File: src/rtl/mem_wb_skid.sv
// MEM->WB pipeline stage: valid/ready handshake with a 2-entry skid buffer.
// Carries NUM_WR register write lanes plus HI/LO, flags and LLbit sidebands.
// Lane writes are filtered on capture: a write to r0 can be dropped, and when
// two lanes target the same register only the highest-index lane keeps its enable.
// A saturating counter records every cycle in which WB back-pressures a held beat.
//
// state | meaning
// EMPTY | nothing held, outputs are all zero
// ONE   | main slot holds the beat presented to WB
// FULL  | main and skid slots both hold beats, input is back-pressured
module mem_wb_skid #(
   parameter int DATA_W       = 32,
   parameter int ADDR_W       = 5,
   parameter int NUM_WR       = 2,
   parameter int ZERO_DISCARD = 1,
   parameter int CNT_W        = 16
) (
   input  logic                       clk,
   input  logic                       rst,
   input  logic                       flush,
   input  logic                       in_valid,
   output logic                       in_ready,
   input  logic [NUM_WR*ADDR_W-1:0]   in_wd,
   input  logic [NUM_WR-1:0]          in_wreg,
   input  logic [NUM_WR*DATA_W-1:0]   in_wdata,
   input  logic [DATA_W-1:0]          in_hi,
   input  logic [DATA_W-1:0]          in_lo,
   input  logic                       in_hilo_we,
   input  logic [DATA_W-1:0]          in_flags,
   input  logic                       in_llbit_we,
   input  logic                       in_llbit_value,
   output logic                       out_valid,
   input  logic                       out_ready,
   output logic [NUM_WR*ADDR_W-1:0]   out_wd,
   output logic [NUM_WR-1:0]          out_wreg,
   output logic [NUM_WR*DATA_W-1:0]   out_wdata,
   output logic [DATA_W-1:0]          out_hi,
   output logic [DATA_W-1:0]          out_lo,
   output logic                       out_hilo_we,
   output logic [DATA_W-1:0]          out_flags,
   output logic                       out_llbit_we,
   output logic                       out_llbit_value,
   output logic [1:0]                 occupancy,
   output logic [CNT_W-1:0]           stall_cnt
);

   // Flat payload layout, LSB first.
   localparam int WD_W    = NUM_WR * ADDR_W;
   localparam int WDATA_W = NUM_WR * DATA_W;
   localparam int O_WD    = 0;
   localparam int O_WREG  = O_WD + WD_W;
   localparam int O_WDATA = O_WREG + NUM_WR;
   localparam int O_HI    = O_WDATA + WDATA_W;
   localparam int O_LO    = O_HI + DATA_W;
   localparam int O_HWE   = O_LO + DATA_W;
   localparam int O_FLAGS = O_HWE + 1;
   localparam int O_LLWE  = O_FLAGS + DATA_W;
   localparam int O_LLV   = O_LLWE + 1;
   localparam int PW      = O_LLV + 1;

   typedef enum logic [1:0] {
      EMPTY = 2'd0,
      ONE   = 2'd1,
      FULL  = 2'd2
   } state_t;

   state_t          state, state_nxt;
   logic [PW-1:0]   main_q, skid_q, main_nxt, skid_nxt;
   logic [PW-1:0]   in_beat;
   logic [NUM_WR-1:0] wreg_f;
   logic            push, pop;

   // Capture filter: r0 discard and same-address conflicts (highest lane wins).
   always_comb begin
      wreg_f = in_wreg;
      for (int i = 0; i < NUM_WR; i++) begin
         if (ZERO_DISCARD != 0 && in_wd[i*ADDR_W +: ADDR_W] == '0)
            wreg_f[i] = 1'b0;
         for (int j = i + 1; j < NUM_WR; j++) begin
            if (in_wreg[i] && in_wreg[j] &&
                in_wd[i*ADDR_W +: ADDR_W] == in_wd[j*ADDR_W +: ADDR_W])
               wreg_f[i] = 1'b0;
         end
      end
   end

   assign in_beat = {in_llbit_value, in_llbit_we, in_flags, in_hilo_we,
                     in_lo, in_hi, in_wdata, wreg_f, in_wd};

   // in_ready decodes the state register only; reset forces it high.
   assign in_ready  = rst | (state != FULL);
   assign out_valid = (state != EMPTY);
   assign push      = in_valid & in_ready;
   assign pop       = out_valid & out_ready;

   // Next-state and slot movement; emptied slots are zeroed so bubbles read as 0.
   always_comb begin
      state_nxt = state;
      main_nxt  = main_q;
      skid_nxt  = skid_q;
      if (flush) begin
         state_nxt = EMPTY;
         main_nxt  = '0;
         skid_nxt  = '0;
      end else begin
         case (state)
            EMPTY: begin
               if (push) begin
                  state_nxt = ONE;
                  main_nxt  = in_beat;
               end
            end
            ONE: begin
               if (push && pop) begin
                  main_nxt = in_beat;
               end else if (push) begin
                  state_nxt = FULL;
                  skid_nxt  = in_beat;
               end else if (pop) begin
                  state_nxt = EMPTY;
                  main_nxt  = '0;
               end
            end
            FULL: begin
               if (pop) begin
                  state_nxt = ONE;
                  main_nxt  = skid_q;
                  skid_nxt  = '0;
               end
            end
            default: begin
               state_nxt = EMPTY;
               main_nxt  = '0;
               skid_nxt  = '0;
            end
         endcase
      end
   end

   // State and slot registers.
   always_ff @(posedge clk) begin
      if (rst) begin
         state  <= EMPTY;
         main_q <= '0;
         skid_q <= '0;
      end else begin
         state  <= state_nxt;
         main_q <= main_nxt;
         skid_q <= skid_nxt;
      end
   end

   // Saturating back-pressure counter; a flush cycle leaves it untouched.
   always_ff @(posedge clk) begin
      if (rst)
         stall_cnt <= '0;
      else if (!flush && out_valid && !out_ready && stall_cnt != '1)
         stall_cnt <= stall_cnt + CNT_W'(1);
   end

   // Occupancy decode.
   always_comb begin
      case (state)
         ONE:     occupancy = 2'd1;
         FULL:    occupancy = 2'd2;
         default: occupancy = 2'd0;
      endcase
   end

   assign out_wd          = main_q[O_WD +: WD_W];
   assign out_wreg        = main_q[O_WREG +: NUM_WR];
   assign out_wdata       = main_q[O_WDATA +: WDATA_W];
   assign out_hi          = main_q[O_HI +: DATA_W];
   assign out_lo          = main_q[O_LO +: DATA_W];
   assign out_hilo_we     = main_q[O_HWE];
   assign out_flags       = main_q[O_FLAGS +: DATA_W];
   assign out_llbit_we    = main_q[O_LLWE];
   assign out_llbit_value = main_q[O_LLV];

endmodule

File: config.mk
export PLATFORM = sky130hd
export DESIGN_NAME = mem_wb_skid
export DESIGN_NICKNAME = d
export VERILOG_FILES = /design/src/rtl/mem_wb_skid.sv
export SDC_FILE = /design/constraint.sdc
export NUM_CORES = 1
export LEC_CHECK = 0
export ABC_AREA = 1
export CAP_MARGIN = 20
export CORE_MARGIN = 4
export CORE_UTILIZATION = 40
export CTS_BUF_LIST = sky130_fd_sc_hd__clkbuf_4 sky130_fd_sc_hd__clkbuf_8 sky130_fd_sc_hd__clkbuf_16
export CTS_CLUSTER_DIAMETER = 100
export CTS_CLUSTER_SIZE = 40
export DETAILED_ROUTE_END_ITERATION = 7
export GPL_TIMING_DRIVEN = 0
export PLACE_DENSITY = 0.77
export SLEW_MARGIN = 20
export SYNTH_ARGS = -nofsm -noshare
export SYNTH_HDL_FRONTEND = slang
export SYNTH_SLANG_ARGS = --single-unit
export TNS_END_PERCENT = 1
File: constraint.sdc
create_clock -name clk -period 2.6 [get_ports clk]
set_input_delay 0.26 -clock clk [delete_from_list [all_inputs] [get_ports clk]]
set_output_delay 0.26 -clock clk [all_outputs]
set_load 0.02 [all_outputs]
==> impl_metrics.ini <==
[timing]
report.final.slew_viol_count = 0
fin_crit_sh_pct = 97.5
worstMarginPinSlew_ns = 1.06
tns_ns = 0
hold_viol = 0
relSlewSlack_pct = 29.5
fin_crit_ns = 2.53
rsz0062_at_grt = no
setup_viol = 0
clock_skew_ns = 0.0227
max_freq_ghz = 0.395

[routing]
met1_length_um = 23300
wl_per_cell_um = 17.4
met2RoutedLength_um = 25400
top_layer = met5
num_vias = 16200
wl_um = 54300
dr_wl_met3_um = 4200
drt-initial-drc-count = 1190
drc = 0
drt-pass1-iter-count = 5
vias_per_cell = 5.21
ant_nets = 0

[clock_network]
root_buffer = clkbuf_16
clock-sinks = 368
cts_tree = done
numCtsBuffers = 14
postCtsHoldBufs = 0
clk_latency_ns = 0.54
cts_buffer_depth = 3
post_cts_buffers = 0
clk_pin_slew_ns = 0.14
htreeDepth = 1

[hold_path]
hp-class = input port to register

[synthesis]
dominantRegCellSynth = dfxtp_1
synth.distinct_cells = 29
syn_area_um2 = 15800
yosys.area.top_type = dfxtp_1
async_reset_ff_share_pct = 0
synth_top_area_share_pct = 46.7
synthTopCellsByArea = dfxtp_1 47%, nand2_1 15%, a21oi_1 11%
syn-instance-count = 2198
syn_avg_cell_area_um2 = 7.18
synth_edf_count = 0
ys_ff_latch = 368
yosys_warnings = 0
syn_nets = 2379
seq_area_frac_synth_pct = 46.7

[worst_setup_path]
crit_arrival_ns = 2.27
cp-start-kind = register
worstSetupPathType = register to output port
crit_fanout = 10
endpoint_kind = output port
required_ns = 2.34

[finish]
syn_to_final_growth_pct = 31.1
drive_gt1_share_pct = 4.28
regArea_um2 = 7370
fin_util_pct = 53.3
num-nets-final = 2767
multi_input_area_um2 = 6910
fill_cells = 3625

[floorplan]
pin_count = 375
die_area_um2 = 42700
core.rowCount = 72
dieHeight_um = 207
die_w_um = 207
core-area_um2 = 38800
initial_utilization_pct = 40.7

[global_route]
grt_pass1_wl_um = 82800
overflow = 0
grt_max_degree = 41
antenna_found_initial = 6
grt_usage_pct = 23.9
grt_pass1_vias = 15400

[power]
max-vdd-ir-drop_uv = 407
total_leakage_power_nw = 7.54
powerDensity_nw_per_um2 = 519

[placed_design]
globalplace.congestion = 0.905
io_buffers = 374
hpwlAfterDp_um = 41300

[job]
drv_cap = 0

[outcome]
status = finished clean
-- logic make-up after synthesis --
group                      Yosys count  synth area share (%)
and+or+nand+nor                    747                  18.5
AOI/OAI and AO/OA                  697                  24.8
buffers and inverters              377                  9.58
DFF                                368                  46.7
xor gates and xnor gates             8                 0.444
adders and majority gates            1                0.0793
-- per-stage QoR --
step | setup slack [ns] | hold WS [ns] | power [mW] | cells | area, um2
final | 0.0660 | 0.341 | 10.7 | 3116 | 20700
after global routing | 0.000248 | 0.359 | 11.1 | 3115 | 20700
after global placement | -0.202 | 0.439 | 7.62 | 3090 | 20200
after detailed placement | -0.186 | 0.446 | 7.65 | 3090 | 20200
after CTS | 0.0359 | 0.328 | 10.8 | 3112 | 20700
after floorplan | 0.816 | 0.339 | 6.81 | 2198 | 15800
-- cell usage in the layout, fill, tap and decap left out, types with 2 or more instances in the layout --
master           synthesis  final
o211ai_1                17     17
nand3_2                  2      2
a21oi_1                360    360
nand4_1                  2      2
clkbuf_4                 0      3
a22o_1                   6      6
nor3_1                  15     15
inv_2                    6      5
nand3_1                 35     35
clkbuf_1                92     91
nor2_1                  63     63
buf_4                    3      3
nand2_1                623    623
o22ai_1                 21     21
buf_1                   14     11
nand2_2                  3      3
inv_6                    0      2
diode_2                  0      4
xor2_1                   8      8
nor3b_1                  2      2
clkdlybuf4s50_1          0    373
o21ai_0                156    156
a211oi_1               129    129
inv_1                  193    193
buf_2                   68     69
clkbuf_16                0     15
o21ai_1                  6      6
dfxtp_1                368    368
-- area by class of cell --
type | count | share of cell area [%]
Tap cell | 518 | 3.13
Antenna cell | 4 | 0.0484
Sequential cell | 368 | 35.6
Inverter | 200 | 3.64
Clock buffer | 17 | 1.89
Buffer | 175 | 3.66
Clock inverter | 7 | 0.538
Multi-Input combinational cell | 1453 | 33.4
Timing Repair Buffer | 374 | 18.1
-- report_power, final --
| group | leakage (nW) | switching [mW] | internal, mW | total (mW) |
|---|---|---|---|---|
| clock | 0.247 | 1.93 | 1.27 | 3.19 |
| combinational | 4.31 | 0.996 | 0.695 | 1.69 |
| sequential | 2.98 | 0.0723 | 5.78 | 5.85 |
| total | 7.54 | 3.00 | 7.74 | 10.7 |
-- final timing paths --
path	start	to	slack, ns	cells past startpoint
setup / recovery	state[0]	out_valid	0.07	5
hold reg to reg	skid_q[95]	skid_q[95]	0.47	2
hold / removal	in_flags[22]	skid_q[163]	0.34	3
setup reg to reg	state[0]	main_q[0]	0.14	7
-- metal layers --
layer / track usage, % / vias up
met3: 4.58 / 87
li1: - / 8016
met4: 6.42 / 4
met1: 32.0 / 7532
met2: 39.8 / 595
met5: 0 / -
-- sequential cells by signal, indices dropped and copies added (netlist names) --
signal / flops
main_q: 175
skid_q: 175
stall_cnt: 16
state: 2
-- critical path: stages (launching register included) --
cell             delay [ns]
dfxtp_1                0.41
nor2_1                 0.08
inv_2                  0.06
buf_2                  0.23
buf_2                  0.30
clkdlybuf4s50_1        0.66
-- cell usage after synthesis (3+ instances only) --
cell	instances
a211oi_1	129
a21oi_1	360
a22o_1	6
buf_1	14
buf_2	68
buf_4	3
clkbuf_1	92
dfxtp_1	368
inv_1	193
inv_2	6
nand2_1	623
nand2_2	3
nand3_1	35
nor2_1	63
nor3_1	15
o211ai_1	17
o21ai_0	156
o21ai_1	6
o22ai_1	21
xor2_1	8
-- timing repair --
item	4_1_cts	5_1_grt
gates resized for setup	3	2
endpoints found under the setup margin	3	3
endpoints found under the hold margin	0	0
Power figures use the tool's default switching activity.
